===== config.mk =====
export PLATFORM = sky130hd
export DESIGN_NAME = flex_updown_counter
export DESIGN_NICKNAME = d
export VERILOG_FILES = /design/src/rtl/flex_updown_counter.sv
export SDC_FILE = /design/constraint.sdc
export NUM_CORES = 1
export LEC_CHECK = 0
export BUFFER_PORTS_ARGS = -buffer_cell sky130_fd_sc_hd__buf_2
export CORE_MARGIN = 2
export CORE_UTILIZATION = 45
export DETAILED_ROUTE_END_ITERATION = 16
export GPL_ROUTABILITY_DRIVEN = 0
export GPL_TIMING_DRIVEN = 0
export HOLD_SLACK_MARGIN = 0.03
export PLACE_DENSITY = 0.7
export SETUP_SLACK_MARGIN = 0.15
export SLEW_MARGIN = 20
export SYNTH_ARGS = -nofsm -noshare
export SYNTH_HDL_FRONTEND = slang
export SYNTH_SLANG_ARGS = --single-unit

===== constraint.sdc =====
create_clock -name clk -period 2.6 [get_ports clk]
set_clock_uncertainty 0.15 [all_clocks]
set_input_delay 0.78 -clock clk [delete_from_list [all_inputs] [get_ports clk]]
set_output_delay 0.78 -clock clk [all_outputs]
set_load 0.02 [all_outputs]

===== src/rtl/flex_updown_counter.sv =====
// flex_updown_counter: up/down counter between 1 and a runtime rollover value.
// Provides synchronous clear and parallel load, and holds its value when idle.
// Outputs are a registered terminal-count flag, a one-cycle wrap pulse and a
// saturating wrap counter. Stages cascade by feeding wrap_pulse of one stage
// into count_enable of the next.
module flex_updown_counter #(
  parameter int NUM_CNT_BITS  = 4,
  parameter int NUM_WRAP_BITS = 8
) (
  input  logic                     clk,
  input  logic                     n_rst,
  input  logic                     clear,
  input  logic                     load,
  input  logic [NUM_CNT_BITS-1:0]  load_val,
  input  logic                     count_enable,
  input  logic                     count_dir,
  input  logic [NUM_CNT_BITS-1:0]  rollover_val,
  output logic [NUM_CNT_BITS-1:0]  count_out,
  output logic                     rollover_flag,
  output logic                     wrap_pulse,
  output logic [NUM_WRAP_BITS-1:0] wrap_count
);

  if (NUM_CNT_BITS < 2) begin : g_bad_cnt_bits
    $error("flex_updown_counter: NUM_CNT_BITS must be at least 2");
  end
  if (NUM_WRAP_BITS < 1) begin : g_bad_wrap_bits
    $error("flex_updown_counter: NUM_WRAP_BITS must be at least 1");
  end

  localparam logic [NUM_CNT_BITS-1:0]  CNT_ZERO = '0;
  localparam logic [NUM_CNT_BITS-1:0]  CNT_ONE  = NUM_CNT_BITS'(1);
  localparam logic [NUM_WRAP_BITS-1:0] WRAP_ONE = NUM_WRAP_BITS'(1);
  localparam logic [NUM_WRAP_BITS-1:0] WRAP_MAX = '1;

  // Registered state. dir_q: 1 = up, 0 = down; it remembers the direction
  // last sampled with count_enable or load.
  logic [NUM_CNT_BITS-1:0]  count_q, count_d;
  logic                     dir_q, dir_d;
  logic                     flag_q, flag_d;
  logic                     pulse_q, pulse_d;
  logic [NUM_WRAP_BITS-1:0] wrap_cnt_q, wrap_cnt_d;

  // Candidate results for the enabled-count path.
  logic [NUM_CNT_BITS-1:0]  step_count;
  logic                     step_wrap;
  logic                     step_flag;
  logic                     load_flag;
  logic [NUM_WRAP_BITS-1:0] wrap_cnt_inc;

  // Terminal value is rollover_val going up and 1 going down. A zero
  // rollover disables the flag entirely, so a parked counter never reports
  // a terminal count.
  function automatic logic term_hit(
    input logic [NUM_CNT_BITS-1:0] val,
    input logic                    dir,
    input logic [NUM_CNT_BITS-1:0] rv
  );
    logic [NUM_CNT_BITS-1:0] term;
    term = dir ? rv : CNT_ONE;
    return (rv != CNT_ZERO) && (val == term);
  endfunction

  // Next count for one enabled step, in the freshly sampled direction.
  // Up wraps on >= so a shrinking rollover never runs past the top; down
  // never decrements 0 and snaps an out-of-range count back to the rollover.
  always_comb begin
    step_count = count_q;
    step_wrap  = 1'b0;
    if (rollover_val == CNT_ZERO) begin
      step_count = CNT_ZERO;
    end else if (count_dir) begin
      if (count_q >= rollover_val) begin
        step_count = CNT_ONE;
        step_wrap  = 1'b1;
      end else begin
        step_count = count_q + CNT_ONE;
      end
    end else begin
      if (count_q == CNT_ONE) begin
        step_count = rollover_val;
        step_wrap  = 1'b1;
      end else if ((count_q == CNT_ZERO) || (count_q > rollover_val)) begin
        step_count = rollover_val;
      end else begin
        step_count = count_q - CNT_ONE;
      end
    end
  end

  // Flag candidates are derived from the value about to be registered so
  // the flag lines up with the new count instead of lagging by a cycle.
  always_comb begin
    step_flag = term_hit(step_count, count_dir, rollover_val);
    load_flag = term_hit(load_val, count_dir, rollover_val);
  end

  // Saturating increment of the wrap counter.
  always_comb begin
    wrap_cnt_inc = wrap_cnt_q;
    if (wrap_cnt_q != WRAP_MAX) begin
      wrap_cnt_inc = wrap_cnt_q + WRAP_ONE;
    end
  end

  // Next-state selection: clear > load > count_enable > hold. The pulse
  // defaults low so it only survives the cycle after a wrap edge.
  always_comb begin
    count_d    = count_q;
    dir_d      = dir_q;
    flag_d     = flag_q;
    pulse_d    = 1'b0;
    wrap_cnt_d = wrap_cnt_q;
    if (clear) begin
      count_d    = CNT_ZERO;
      flag_d     = 1'b0;
      wrap_cnt_d = '0;
    end else if (load) begin
      count_d = load_val;
      dir_d   = count_dir;
      flag_d  = load_flag;
    end else if (count_enable) begin
      count_d = step_count;
      dir_d   = count_dir;
      flag_d  = step_flag;
      pulse_d = step_wrap;
      if (step_wrap) begin
        wrap_cnt_d = wrap_cnt_inc;
      end
    end
  end

  // State registers; reset returns to zero count, counting up.
  always_ff @(posedge clk or negedge n_rst) begin
    if (!n_rst) begin
      count_q    <= CNT_ZERO;
      dir_q      <= 1'b1;
      flag_q     <= 1'b0;
      pulse_q    <= 1'b0;
      wrap_cnt_q <= '0;
    end else begin
      count_q    <= count_d;
      dir_q      <= dir_d;
      flag_q     <= flag_d;
      pulse_q    <= pulse_d;
      wrap_cnt_q <= wrap_cnt_d;
    end
  end

  assign count_out     = count_q;
  assign rollover_flag = flag_q;
  assign wrap_pulse    = pulse_q;
  assign wrap_count    = wrap_cnt_q;

endmodule


# Word-level counts from Yosys, hierarchy flattened
# Index checks and enable logic that the tools add are counted.
[totals]
register_bits = 14
output_inout_bits = 14
word_cells = 49
[classes]
add_sub_neg = 3
order_cmp = 2
n_eq_ne = 5
muxes = 24
n_reduce_logical = 11
[ops]
columns = ["operator", "n"]
rows = [
  ["8-bit two-way mux", 5],
  ["4-bit two-way mux", 9],
  ["1-bit two-way mux", 10],
  ["8-bit by 1-bit adder with 8-bit output (second input constant)", 1],
  ["4-bit equality test", 2],
  ["4-bit zero test", 2],
  ["8-bit != test (second input constant)", 1],
  ["2-bit nonzero test", 3],
  ["4-bit by 1-bit adder with 4-bit output (second input constant)", 1],
  ["4-bit by 1-bit equality test with 1-bit output (second input constant)", 1],
  ["4-bit greater-or-equal comparator", 1],
  ["4-bit > comparator", 1],
  ["4-bit AND reduction", 1],
  ["4-bit nonzero test", 1],
  ["4-bit by 1-bit subtractor with 4-bit output (second input constant)", 1],
  ["3-bit nonzero test", 1],
  ["1-bit logical AND", 2],
  ["2-bit != test (second input constant)", 1],
  ["1-bit logical OR", 1],
]

# Longest topological paths before layout
[depth]
depth_word = 11
ltp_mapped = 10

# Least setup slack after synthesis
# No wires, ideal clock.
[synth_path]
kind = "input to register"
start = "input port rollover_val[1]"
end = "register flag_q (netlist: rollover_flag)"
arrival_time_ns = 2.685
t_required_ns = 2.346
slack_ns = -0.338
path_stages = 9
n_path_buf = 0
path_cell_list = "inv_1 > ha_1 > nor2b_4 > o211ai_4 > a31oi_4 > o31a_1 > a21o_1 > o31a_1 > o41ai_2"
[synth_via]
elab_chain_len = 11
word_cells_on_any_way = 18
cone_classes = "order compare: 2; eq/ne: 2; mux: 9; reduce/logical: 5"
[synth_rtl]
columns = ["element", "line", "source"]
rows = [
  ["start, declared", "17", "input logic [NUM_CNT_BITS-1:0] rollover_val,"],
  ["4-bit > comparator", "83", "end else if ((count_q == CNT_ZERO) || (count_q > rollover_val)) begin"],
  ["1-bit logical OR", "83", ""],
  ["4-bit two-way mux", "83", ""],
  ["4-bit two-way mux", "80", "if (count_q == CNT_ONE) begin"],
  ["4-bit two-way mux", "72", "end else if (count_dir) begin"],
  ["4-bit two-way mux", "70", "if (rollover_val == CNT_ZERO) begin"],
  ["4-bit equality test", "61", "return (rv != CNT_ZERO) && (val == term);"],
  ["1-bit logical AND", "61", ""],
  ["1-bit two-way mux", "122", "end else if (count_enable) begin"],
  ["1-bit two-way mux (*)", "118", "end else if (load) begin"],
  ["1-bit two-way mux (*)", "114", "if (clear) begin"],
  ["end signal, assigned", "144", "flag_q <= flag_d;"],
  ["end, declared", "40", "logic flag_q, flag_d;"],
]
# Every way passes the cells marked *; elsewhere a longest branch is shown, timed or not. The select of a mux whose other input is x is not followed.
# A chain may end at the register's enable or synchronous reset.

# Worst setup path after layout
# Same ends and word-level chain as after synthesis.

==> flow_summary.html <==
<table>
<tr><th>Metric</th><th>Value</th></tr>
<tr><th colspan="2">Power</th></tr>
<tr><td>Lkg Pwr</td><td>approximately 0.00082 uW</td></tr>
<tr><td>Cell Pwr Density</td><td>~390 nW/um^2</td></tr>
<tr><td>Power Total</td><td>between 600 and 700 uW</td></tr>
<tr><td>Maximum resistive drop on vdd</td><td>approximately 0.33 mV</td></tr>
<tr><th colspan="2">Global route</th></tr>
<tr><td>Met3 Use GR</td><td>0.0317</td></tr>
<tr><td>Met1 capacity usage during global routing</td><td>0.292</td></tr>
<tr><td>Total gr overflow</td><td>0</td></tr>
<tr><td>Global-route wire length before repair</td><td>a little over 6 mm</td></tr>
<tr><td>Vias in the first global route</td><td>1390</td></tr>
<tr><td>Largest net degree at the start of global routing</td><td>15</td></tr>
<tr><td>Most heavily used metal layer in global routing</td><td>met2</td></tr>
<tr><td>GR met2 Demand/Resource</td><td>0.414</td></tr>
<tr><td>Initial antenna violation count</td><td>0</td></tr>
<tr><td>Overall global routing resource usage</td><td>0.240</td></tr>
<tr><th colspan="2">Logic synthesis</th></tr>
<tr><td>Cell accounting for the most synthesized area</td><td>sky130_fd_sc_hd__dfrtp_1</td></tr>
<tr><td>Top FF cell, synth</td><td>sky130_fd_sc_hd__dfrtp_1</td></tr>
<tr><td>Netlist area before placement</td><td>1280 um^2</td></tr>
<tr><td>Syn_nets</td><td>166</td></tr>
<tr><td>Top cells by area in the synthesized netlist</td><td>sky130_fd_sc_hd__dfrtp_1, sky130_fd_sc_hd__ha_1, sky130_fd_sc_hd__xor2_1</td></tr>
<tr><td>Syn_area_per_cell</td><td>between 8 and 9 um^2</td></tr>
<tr><td>Count of unique library cells instantiated by Yosys</td><td>49</td></tr>
<tr><td>Ys async rst share</td><td>1.00</td></tr>
<tr><td>Post-synth EDFFs</td><td>0</td></tr>
<tr><td>Part of the Yosys area used for sequential elements</td><td>0.274</td></tr>
<tr><td>Proportion of netlist area held by the largest area contributor</td><td>0.274</td></tr>
<tr><td>Post-synthesis sequential element count</td><td>14</td></tr>
<tr><td>Number of warnings printed during yosys synthesis</td><td>0</td></tr>
<tr><td>Gate count of the mapped netlist</td><td>144</td></tr>
<tr><th colspan="2">Cells and area</th></tr>
<tr><td>Fraction of final layout cells sized beyond drive strength 1</td><td>0.405</td></tr>
<tr><td>Final-stage net count</td><td>214</td></tr>
<tr><td>Layout area overhead</td><td>41.5%</td></tr>
<tr><td>Ant. Diodes</td><td>0</td></tr>
<tr><td>Final standard cell utilization of the core</td><td>0.661</td></tr>
<tr><th colspan="2">Worst setup path</th></tr>
<tr><td>RR Endpoint</td><td>rollover_flag$_DFFE_PN0P_</td></tr>
<tr><td>Crit Path Class</td><td>input port to flop</td></tr>
<tr><td>Kind of start point of the critical path</td><td>input port</td></tr>
<tr><td>Maximum cell stage delay along the critical path</td><td>~0.37 ns</td></tr>
<tr><td>Maximum fanout along the worst path</td><td>5</td></tr>
<tr><td>Startpoint of the most critical register-to-register path</td><td>count_out[1]$_DFFE_PN0P_</td></tr>
<tr><td>Slowest cell on the critical path</td><td>sky130_fd_sc_hd__o41ai_2</td></tr>
<tr><td>Worst Path Required</td><td>roughly 2.6 ns</td></tr>
<tr><td>CP endpoint kind</td><td>flop</td></tr>
<tr><td>Critical path arrival</td><td>about 2.7 ns</td></tr>
<tr><td>Reg2Reg Depth</td><td>9</td></tr>
<tr><td>Register-to-register setup slack</td><td>around 0.020 ns</td></tr>
<tr><td>Cell chain of the critical path</td><td>buf_12 -&gt; inv_12 -&gt; ha_4 -&gt; nor2b_4 -&gt; o211ai_4 -&gt; buf_6 -&gt; nand3_1 -&gt; a22o_1 -&gt; xor2_1 -&gt; o31a_1 -&gt; o41ai_2</td></tr>
<tr><th colspan="2">STA</th></tr>
<tr><td>Post-layout worst setup margin</td><td>-0.0857 ns</td></tr>
<tr><td>Highest attainable clock frequency</td><td>~370 MHz</td></tr>
<tr><td>Final period util</td><td>1.03</td></tr>
<tr><td>Setup Viol. Count Final</td><td>1</td></tr>
<tr><td>Number of hold-slack violations in the final timing report</td><td>0</td></tr>
<tr><td>Transition at the pin with the smallest max-transition slack</td><td>between 0.5 and 0.6 ns</td></tr>
<tr><td>Headroom to the max-slew limit</td><td>0.657</td></tr>
<tr><td>Pins over their slew limit</td><td>0</td></tr>
<tr><td>Setup repair after global routing missed its margin</td><td>true</td></tr>
<tr><td>Final critical delay including setup and external delays</td><td>roughly 2.7 ns</td></tr>
<tr><th colspan="2">Clocking</th></tr>
<tr><td>Clock tree from TritonCTS</td><td>done</td></tr>
<tr><td>Root buffer selected by CTS</td><td>sky130_fd_sc_hd__clkbuf_4</td></tr>
<tr><td>Clock slew at the register clock pins of the worst setup and hold paths</td><td>0.07 ns</td></tr>
<tr><td>Clock net sink count</td><td>14</td></tr>
<tr><td>Hold buffer count at cts</td><td>0</td></tr>
<tr><td>Number of buffers inserted during clock tree synthesis</td><td>3</td></tr>
<tr><td>Worst-skew pair later-pin latency</td><td>~0.27 ns</td></tr>
<tr><td>Level count of the clock H-tree</td><td>1</td></tr>
<tr><td>Maximum count of clock buffers along a single path</td><td>2</td></tr>
<tr><th colspan="2">Floorplanning</th></tr>
<tr><td>Core area</td><td>around 2700 um^2</td></tr>
<tr><td>Vertical die dimension</td><td>around 57 um</td></tr>
<tr><td>Total die area</td><td>between 3000 and 4000 um^2</td></tr>
<tr><td>Std cell rows</td><td>19</td></tr>
<tr><td>Initial cell density of the core</td><td>0.467</td></tr>
<tr><td>Top Ports</td><td>28</td></tr>
<tr><td>Die X-Extent</td><td>57.3 um</td></tr>
<tr><th colspan="2">Job</th></tr>
<tr><td>Max-Cap Viols</td><td>0</td></tr>
<tr><th colspan="2">Placed design</th></tr>
<tr><td>Half-perimeter wire length of the detailed placement result</td><td>between 2 and 3 mm</td></tr>
<tr><td>Setup Slack @ Placement</td><td>-0.527 ns</td></tr>
<tr><td>Port buffer count</td><td>26</td></tr>
<tr><th colspan="2">Drt</th></tr>
<tr><td>Detailed-route DRC error count</td><td>0</td></tr>
<tr><td>Count of vias placed by the detailed router</td><td>between 1000 and 1500</td></tr>
<tr><td>Avg Vias per Cell</td><td>6.13</td></tr>
<tr><td>Count of antenna-violating nets left after detailed routing</td><td>0</td></tr>
<tr><td>First drt pass iteration count</td><td>4</td></tr>
<tr><td>Wirelength, routed</td><td>roughly 3.7 mm</td></tr>
<tr><td>Initial DRC count</td><td>119</td></tr>
<tr><td>Routed wire per std cell</td><td>around 17 um</td></tr>
<tr><th colspan="2">Status</th></tr>
<tr><td>Outcome</td><td>complete, but fails checks</td></tr>
<tr><td>Violated checks</td><td>negative setup slack</td></tr>
<tr><th colspan="2">Min path</th></tr>
<tr><td>Class of the tightest hold or removal check</td><td>input port to asynchronous set/reset pin</td></tr>
</table>
==> synth_stat cells, types with 2 or more instances <==
master	instances
sky130_fd_sc_hd__o31a_1	2
sky130_fd_sc_hd__inv_1	8
sky130_fd_sc_hd__nand4_1	7
sky130_fd_sc_hd__and3_1	3
sky130_fd_sc_hd__a21oi_1	6
sky130_fd_sc_hd__o21ai_0	4
sky130_fd_sc_hd__ha_1	8
sky130_fd_sc_hd__mux2i_1	5
sky130_fd_sc_hd__xor2_1	9
sky130_fd_sc_hd__xnor2_1	3
sky130_fd_sc_hd__a22o_1	2
sky130_fd_sc_hd__nor4_1	3
sky130_fd_sc_hd__dfrtp_1	14
sky130_fd_sc_hd__nand2_1	11
sky130_fd_sc_hd__nor3_1	3
sky130_fd_sc_hd__nand3b_1	2
sky130_fd_sc_hd__nor2_1	15
sky130_fd_sc_hd__o22ai_1	2
sky130_fd_sc_hd__clkbuf_1	4
sky130_fd_sc_hd__nand3_1	4
==> placed cells by master, fill, tap and decap left out, drive strengths merged, types with 7 or more instances in the layout <==
| cell type | Yosys | final |
|---|---|---|
| nor2 | 15 | 15 |
| nand2 | 11 | 11 |
| xor2 | 9 | 9 |
| inv | 8 | 8 |
| ha | 8 | 8 |
| nand4 | 8 | 8 |
| a21oi | 7 | 7 |
| buf | 2 | 45 |
| dfrtp | 14 | 14 |
| clkbuf | 4 | 7 |
==> worst max path at each step <==
stage,from,endpoint,slack [ns],depth (start not counted)
3_3_place_gp,rollover_val[1],rollover_flag$_DFFE_PN0P_,-0.53,11
4_1_cts,rollover_val[1],rollover_flag$_DFFE_PN0P_,-0.06,10
6_report,rollover_val[1],rollover_flag$_DFFE_PN0P_,-0.09,11
5_1_grt,rollover_val[1],rollover_flag$_DFFE_PN0P_,-0.17,11
3_5_place_dp,rollover_val[1],rollover_flag$_DFFE_PN0P_,-0.53,11
2_1_floorplan,rollover_val[1],rollover_flag$_DFFE_PN0P_,-0.10,10
==> worst max-delay path, delay by kind of cell <==
| family | cells | cell delay [ns] |
|---|---|---|
| compound gates | 4 | 1.06 |
| buf+inv | 3 | 0.31 |
| simple gates | 2 | 0.21 |
| fa+ha+maj | 1 | 0.19 |
| xor+xnor | 1 | 0.15 |
==> state kept, by name (all words and copies together), names as in the netlist <==
name,cells
rollover_flag,1
wrap_pulse,1
wrap_count,8
count_out,4
==> routing by layer <==
layer,wire length [um],part of all wire
met3,214,0.058
met4,119,0.032
met2,1840,0.50
met5,0,0
met1,1490,0.41
==> area by class of cell <==
cell class	count	area (um^2)
Buffer	6	31.3
Clock buffer	3	22.5
Fill cell	227	926
Inverter	8	50.0
Multi-Input combinational cell	116	986
Sequential cell	14	353
Tap cell	31	38.8
Timing Repair Buffer	43	327
==> cells by family (layout without fill, tap and decap cells) <==
kind of cell	Yosys count	count (layout)	synth area share
AO/OA/AOI/OAI	32	32	0.207
multiplexers	5	5	0.0392
adder cells (fa/ha/maj)	8	8	0.0784
buffers and inverters	14	60	0.0480
AND/OR/NAND/NOR	59	59	0.271
flip-flops	14	14	0.274
XOR/XNOR	12	12	0.0823
==> what timing repair did <==
action	in CTS	in global routing
gates resized for setup	25	15
pin swaps	10	6
setup buffers	13	4
setup endpoints to repair	13	13
==> where the power goes <==
part	leakage [uW]	total (uW)	switching, uW	internal (uW)
logic	0.000619	346	179	167
registers	0.000189	238	12.9	225
clock network	0.0000138	115	61.0	53.6
==> through the flow <==
step	hold slack (ns)	instance area, um^2	cells	setup TNS (ns)
detailed placement	0.365	1500	201	-4.53
global route	0.243	1810	221	-0.450
CTS	0.246	1720	217	-0.0586
global placement	0.357	1500	201	-3.94
floorplan	0.334	1330	144	-0.101
finish	0.239	1810	221	-0.0857
No activity file was read; power rests on OpenSTA's default activity.
